$ cat src/rtl/fft_pkg.sv
// fft_pkg: FSM state encoding and complex-word half-select and swap helpers
package fft_pkg;
  typedef enum logic [1:0] {IDLE, FEED, DRAIN} state_t;
  localparam int CW_MAX = 128;
  typedef logic [CW_MAX-1:0] cword_t;
  function automatic cword_t half_mask(input int w);
    return (cword_t'(1) << w) - cword_t'(1);
  endfunction
  function automatic cword_t cplx_re(input cword_t x, input int w);
    return x & half_mask(w);
  endfunction
  function automatic cword_t cplx_im(input cword_t x, input int w);
    return (x >> w) & half_mask(w);
  endfunction
  function automatic cword_t cplx_swap(input cword_t x, input int w);
    return (cplx_re(x, w) << w) | cplx_im(x, w);
  endfunction
endpackage

$ cat src/rtl/fft_frame_cnt.sv
// fft_frame_cnt: wrapping beat counter with terminal-count flag at 2**W-1
module fft_frame_cnt #(
  parameter int W = 10
) (
  input  logic         clk,
  input  logic         rst_n,
  input  logic         clr,
  input  logic         en,
  output logic [W-1:0] cnt,
  output logic         tc
);
  assign tc = &cnt;
  // clear has priority over counting; natural overflow wraps to zero
  always_ff @(posedge clk or negedge rst_n)
    if (!rst_n) cnt <= '0;
    else if (clr) cnt <= '0;
    else if (en) cnt <= cnt + W'(1);
endmodule

$ cat src/rtl/fft_frame_ctrl.sv
// fft_frame_ctrl: frame sequencer for the FFT pipeline; optional IFFT swap under FFT_FRAME_CTRL_IFFT_EN
module fft_frame_ctrl
  import fft_pkg::*;
#(
  parameter int TOTAL_STAGE_P  = 10,
  parameter int MULT_WIDTH_P   = 18,
  parameter int MAX_INFLIGHT_P = 2
) (
  input  logic                      iclk,
  input  logic                      rst_n,
  input  logic                      cfg_start,
  input  logic [7:0]                cfg_nframes,
  input  logic                      cfg_inverse,
  input  logic                      s_valid,
  output logic                      s_ready,
  input  logic [2*MULT_WIDTH_P-1:0] s_data,
  output logic                      fft_ien,
  output logic [TOTAL_STAGE_P-1:0]  fft_iaddr,
  output logic [2*MULT_WIDTH_P-1:0] fft_idata,
  input  logic                      fft_oen,
  input  logic [TOTAL_STAGE_P-1:0]  fft_oaddr,
  input  logic [2*MULT_WIDTH_P-1:0] fft_odata,
  output logic                      m_valid,
  output logic [TOTAL_STAGE_P-1:0]  m_addr,
  output logic [2*MULT_WIDTH_P-1:0] m_data,
  output logic                      m_last,
  output logic                      busy,
  output logic                      done,
  output logic                      err
);
  localparam int DW = 2*MULT_WIDTH_P;
  localparam logic [3:0] MAX_IF = 4'(MAX_INFLIGHT_P);
  state_t state;
  logic [7:0] nframes, frames_sent, frames_recv;
  logic [3:0] inflight;
  logic [TOTAL_STAGE_P-1:0] in_cnt, out_cnt;
  logic in_tc, out_tc, hs, in_wrap, out_wrap, out_dec, recv_all, bad;
  logic [DW-1:0] in_d, out_d;
  assign busy     = state != IDLE;
  assign s_ready  = state == FEED && !(in_cnt == '0 && inflight == MAX_IF);
  assign hs       = s_valid && s_ready;
  assign in_wrap  = hs && in_tc;
  assign recv_all = frames_recv == nframes;
  assign out_wrap = fft_oen && out_tc && busy && !recv_all;
  assign out_dec  = out_wrap && inflight != '0;
  assign bad      = fft_oen && (!busy || recv_all || fft_oaddr != out_cnt);
  fft_frame_cnt #(.W(TOTAL_STAGE_P)) u_in_cnt (
    .clk(iclk), .rst_n(rst_n), .clr(state == IDLE && cfg_start), .en(hs), .cnt(in_cnt), .tc(in_tc)
  );
  fft_frame_cnt #(.W(TOTAL_STAGE_P)) u_out_cnt (
    .clk(iclk), .rst_n(rst_n), .clr(state == IDLE && cfg_start), .en(fft_oen), .cnt(out_cnt), .tc(out_tc)
  );
`ifdef FFT_FRAME_CTRL_IFFT_EN
  logic inverse;
  assign in_d  = inverse ? DW'(cplx_swap(cword_t'(s_data), MULT_WIDTH_P)) : s_data;
  assign out_d = inverse ? DW'(cplx_swap(cword_t'(fft_odata), MULT_WIDTH_P)) : fft_odata;
  // transform direction is fixed for the whole run at the accepted start
  always_ff @(posedge iclk or negedge rst_n)
    if (!rst_n) inverse <= 1'b0;
    else if (state == IDLE && cfg_start) inverse <= cfg_inverse;
`else
  logic unused_inverse;
  assign unused_inverse = cfg_inverse;
  assign in_d  = s_data;
  assign out_d = fft_odata;
`endif
  // frame sequencing: feed until all frames issued, drain until all returned
  always_ff @(posedge iclk or negedge rst_n)
    if (!rst_n) begin
      state       <= IDLE;
      nframes     <= '0;
      frames_sent <= '0;
      frames_recv <= '0;
      inflight    <= '0;
      done        <= 1'b0;
      err         <= 1'b0;
    end else begin
      done <= 1'b0;
      if (bad) err <= 1'b1;
      if (in_wrap) frames_sent <= frames_sent + 8'd1;
      if (out_wrap) frames_recv <= frames_recv + 8'd1;
      inflight <= inflight + 4'(in_wrap) - 4'(out_dec);
      case (state)
        IDLE: if (cfg_start) begin
          nframes     <= cfg_nframes;
          frames_sent <= '0;
          frames_recv <= '0;
          inflight    <= '0;
          err         <= 1'b0;
          if (cfg_nframes == '0) done <= 1'b1;
          else state <= FEED;
        end
        FEED: if (in_wrap && frames_sent + 8'd1 == nframes) state <= DRAIN;
        DRAIN: if (recv_all) begin
          state <= IDLE;
          done  <= 1'b1;
        end
        default: state <= IDLE;
      endcase
    end
  // registered issue to the first stage and registered result stream
  always_ff @(posedge iclk or negedge rst_n)
    if (!rst_n) begin
      fft_ien   <= 1'b0;
      fft_iaddr <= '0;
      fft_idata <= '0;
      m_valid   <= 1'b0;
      m_addr    <= '0;
      m_data    <= '0;
      m_last    <= 1'b0;
    end else begin
      fft_ien <= hs;
      m_valid <= fft_oen;
      m_last  <= fft_oen && out_tc;
      if (hs) begin
        fft_iaddr <= in_cnt;
        fft_idata <= in_d;
      end
      if (fft_oen) begin
        m_addr <= fft_oaddr;
        m_data <= out_d;
      end
    end
endmodule

$ cat config.mk
export PLATFORM = sky130hd
export DESIGN_NAME = fft_frame_ctrl
export DESIGN_NICKNAME = d
export VERILOG_FILES = /design/src/rtl/fft_pkg.sv /design/src/rtl/fft_frame_cnt.sv /design/src/rtl/fft_frame_ctrl.sv
export SDC_FILE = /design/constraint.sdc
export NUM_CORES = 1
export LEC_CHECK = 0
export BUFFER_PORTS_ARGS = -buffer_cell sky130_fd_sc_hd__buf_2
export CELL_PAD_IN_SITES_DETAIL_PLACEMENT = 2
export CELL_PAD_IN_SITES_GLOBAL_PLACEMENT = 2
export CORE_UTILIZATION = 30
export CTS_CLUSTER_SIZE = 12
export DETAILED_ROUTE_END_ITERATION = 10
export GPL_TIMING_DRIVEN = 0
export PLACE_DENSITY = 0.77
export SLEW_MARGIN = 10
export SYNTH_ARGS = -nofsm -noshare
export SYNTH_HDL_FRONTEND = slang
export SYNTH_SLANG_ARGS = --single-unit
$ cat constraint.sdc
create_clock -name iclk -period 2.5 [get_ports iclk]
set_input_delay 0.5 -clock iclk [delete_from_list [all_inputs] [get_ports iclk]]
set_output_delay 0.5 -clock iclk [all_outputs]
set_load 0.05 [all_outputs]
==> summary.md <==
| Metric | Value |
|---|---|
| Status | finished with violations |
| Failing checks | setup timing |
| DRC | 0 |
| Final clock skew | 0.0130 ns |
| FF-to-FF setup slack | -0.02 ns |
| Flip-flop and latch count after synthesis | 147 |
| CTS tree | built |
| Synth top cells by count | 147 x dfrtp_1, 92 x mux2_2, 36 x nand2_1 |
| RSZ-0062 raised after global routing | true |
| Asr flop ratio synth | 100% |
| Final WL | 19.0 mm |
| Worst setup SP type | flop |
| Pleak | around 4 nW |
| Antenna violations before repair | 0 |
| Max Cap Violations | 0 |
| Worst Path Required | 2.81 ns |
| Most common cell type on the critical path | inv_2 |
| Combinational share of power | between 20% and 30% |
| Number of synthesized flops with an enable pin | 0 |
| Die width | roughly 150 um |
| Htree depth | 4 |
| CP Class | flop to flop |
| Crit-path leading delay family | adder cells |
| Ant diodes | 0 |
| Predominant post-synthesis flop cell | dfrtp_1 |
| Fmax | ~400 MHz |
| Syn_nets | 631 |
| Critical Path Fanout Max | 5 |
| Pwr dens | 861 mW/mm^2 |
| Vias per std cell | about 4.8 |
| Internal | about 4.7 mW |
| Drt first-iter violations | 151 |
| Slew @ Worst Pin | 0.640 ns |
| Top-count cell post-synth | dfrtp_1 |
| Fraction of layout cells with a size suffix above 1 | around 47% |
| I/O pin count | 195 |
| Period utilization | 101% |
| Die Y | 149 um |
| Initial cell density of the core | 30.7% |
| CTS root buf | clkbuf_16 |
| Sink Count | 147 |
| Synth top area share | 56.6% |
| NetSw | 2.63 mW |
| Synthesized area per cell | approximately 12 um^2 |
| WP buf/inv | 2 |
| Crit path capture type | flop |
| Clock share of power | between 30% and 40% |
| First-pass GRT wire length | 30.7 mm |
| Nets@finish | 856 |
| DRT Pass-1 Iters | 4 |
| Slew Limit Fails | 0 |
| Inserted Clock Buffers | 17 |
| Worst EP arrival | 2.82 ns |
| Final WS setup | -0.0155 ns |
| Cell variety after synth | 51 |
| DR WL/cell | 18.3 um |
| Latest clock arrival within the worst-skew pair | 0.43 ns |
| Max_slew headroom | 57.3% |
| Buffers on Ports | 193 |
| Antenna Violating Nets Remaining | 0 |
| Total Power | 7.37 mW |
| Largest net degree at the start of global routing | 91 |
| Sw Ratio | 35.7% |
| Final Hold Fails | 0 |
| Die Area | 0.0222 mm^2 |
| Yosys warns | 0 |
| Top post-synthesis cells by area | dfrtp_1 57%, mux2_2 16%, xnor2_1 3.8%, xor2_1 2.6%, nand2_1 2.1% |
| Syn Inst Count | about 520 |
| Hold Crit Class | primary input to flop |
| Site row count | 53 |
| Dpl ws | -0.432 ns |
| Gpl congestion | 0.765 |
| Slowest stage delay, CP | 0.47 ns |
| Setup TNS | -0.0244 ns |
| Vias in the first global route | roughly 5,800 |
| Routed vias | between 5,000 and 6,000 |
| Final setup fails | 2 |
| All-layer global routing usage | 17.9% |
| Crit-path cells | xnor2_1 -> nand4_1 -> o211ai_4 -> a31oi_1 -> ha_2 -> inv_2 -> ha_4 -> inv_2 -> fa_2 -> xor2_1 -> nor2_1 |
| Cell taking the most area after synthesis | dfrtp_1 |
| Reg power frac | roughly 41% |
| DP HPWL | 13.9 mm |
| Clock Pin Slew Worst Setup and Hold Paths | 0.07 ns |
| Clock Tree Buf Depth | 2 |
| Final min period | 2.52 ns |
| Global route overflow | 0 |
| Synth-to-Final Area Change | 31.8% |
| Post-Syn Area | 0.00650 mm^2 |
| CP max-delay cell | dfrtp_1 |
| IR Drop Worst-Case VDD | ~0.00052 V |
| Sequential share of the synthesized area | 56.6% |
| Core Area | ~0.021 mm^2 |
## layout by cell type, fill, tap and decap left out, types with 2 or more instances in the layout
cell type | netlist | final
a21oi_1 | 17 | 16
a31oi_1 | 4 | 4
and2_1 | 4 | 4
and3_1 | 5 | 5
buf_2 | 6 | 197
buf_4 | 0 | 12
buf_6 | 1 | 2
clkbuf_1 | 13 | 12
clkbuf_16 | 0 | 17
clkbuf_2 | 1 | 2
clkinvlp_4 | 0 | 3
dfrtp_1 | 147 | 146
ha_1 | 10 | 7
ha_2 | 0 | 2
inv_1 | 16 | 14
inv_2 | 0 | 2
inv_6 | 0 | 7
inv_8 | 0 | 2
mux2_2 | 92 | 92
mux2i_1 | 3 | 3
nand2_1 | 36 | 36
nand2b_1 | 3 | 3
nand3_1 | 14 | 14
nand4_1 | 10 | 10
nor2_1 | 31 | 31
nor3_1 | 3 | 3
nor4_1 | 5 | 5
o21ai_0 | 14 | 14
o31ai_1 | 2 | 2
o41ai_1 | 2 | 2
or3_1 | 13 | 13
xnor2_1 | 28 | 28
xor2_1 | 19 | 19
## cell families after synthesis
family	share of synthesized area, %
AND/OR/NAND/NOR	11.4
buffers and inverters	2.45
flip-flops	56.6
AO/OA/AOI/OAI	4.56
multiplexers	16.4
adder cells (fa/ha/maj)	2.23
XOR/XNOR	6.34
## worst paths after layout
kind / start / cells past startpoint / to
setup / recovery: nframes[4] / 11 / inflight[2]
hold / removal: fft_oen / 1 / m_valid
setup reg to reg: nframes[4] / 11 / inflight[2]
hold reg to reg: fft_iaddr[1] / 1 / fft_iaddr[1]
max in group asynchronous: rst_n / 3 / frames_sent[4]
min in group asynchronous: rst_n / 2 / m_data[33]
## stage by stage
stage | hold WS, ns | instance area, um^2 | std cells | utilization, %
2_1_floorplan | 0.204 | 6500 | 524 | -
3_3_place_gp | 0.483 | 7810 | 992 | 36.9
3_5_place_dp | 0.470 | 7850 | 993 | 37.1
4_1_cts | 0.169 | 8490 | 1033 | 40.1
5_1_grt | 0.169 | 8560 | 1037 | 40.5
6_report | 0.189 | 8560 | 1037 | 40.5
## layer usage
| metal | global-route usage, % | part of all wire, % |
|---|---|---|
| met2 | 32.4 | 54 |
| met5 | 0 | 0 |
| met3 | 4.16 | 4.8 |
| met1 | 20.2 | 39 |
| met4 | 6.89 | 2.1 |
## timing repair
item / CTS / global route
hold buffers: 1 / 0
hold endpoints to repair: 8 / 0
endpoints found under the setup margin: 4 / 11
resized for setup: 6 / 14
buffers inserted: 7 / 4
pin swaps: 4 / 9
## cell type report
class                   count  area [um^2]
flip-flops and latches    147         3680
well taps                 275          344
multi-input cells         339         2700
repair buffers            206         1100
inverters                  16         60.1
clock inverters            14          141
fillers                  2222        12600
plain buffers              22          111
clock buffers              18          429
## power by group through the flow
stage	logic, mW	registers (mW)	clock network, mW
after floorplan	0.611	3.62	0
after global placement	1.70	3.01	0
after detailed placement	1.78	3.04	0
after CTS	1.85	2.99	2.59
after global routing	2.00	3.03	2.68
final	1.86	2.99	2.52
## state kept, by name (all words and copies together) (netlist names), 10 cells and up
name	cells
fft_idata	36
m_data	36
fft_iaddr	10
m_addr	10
u_in_cnt.cnt	10
u_out_cnt.cnt	10
Note: power is estimated with default switching activity, not from simulation.
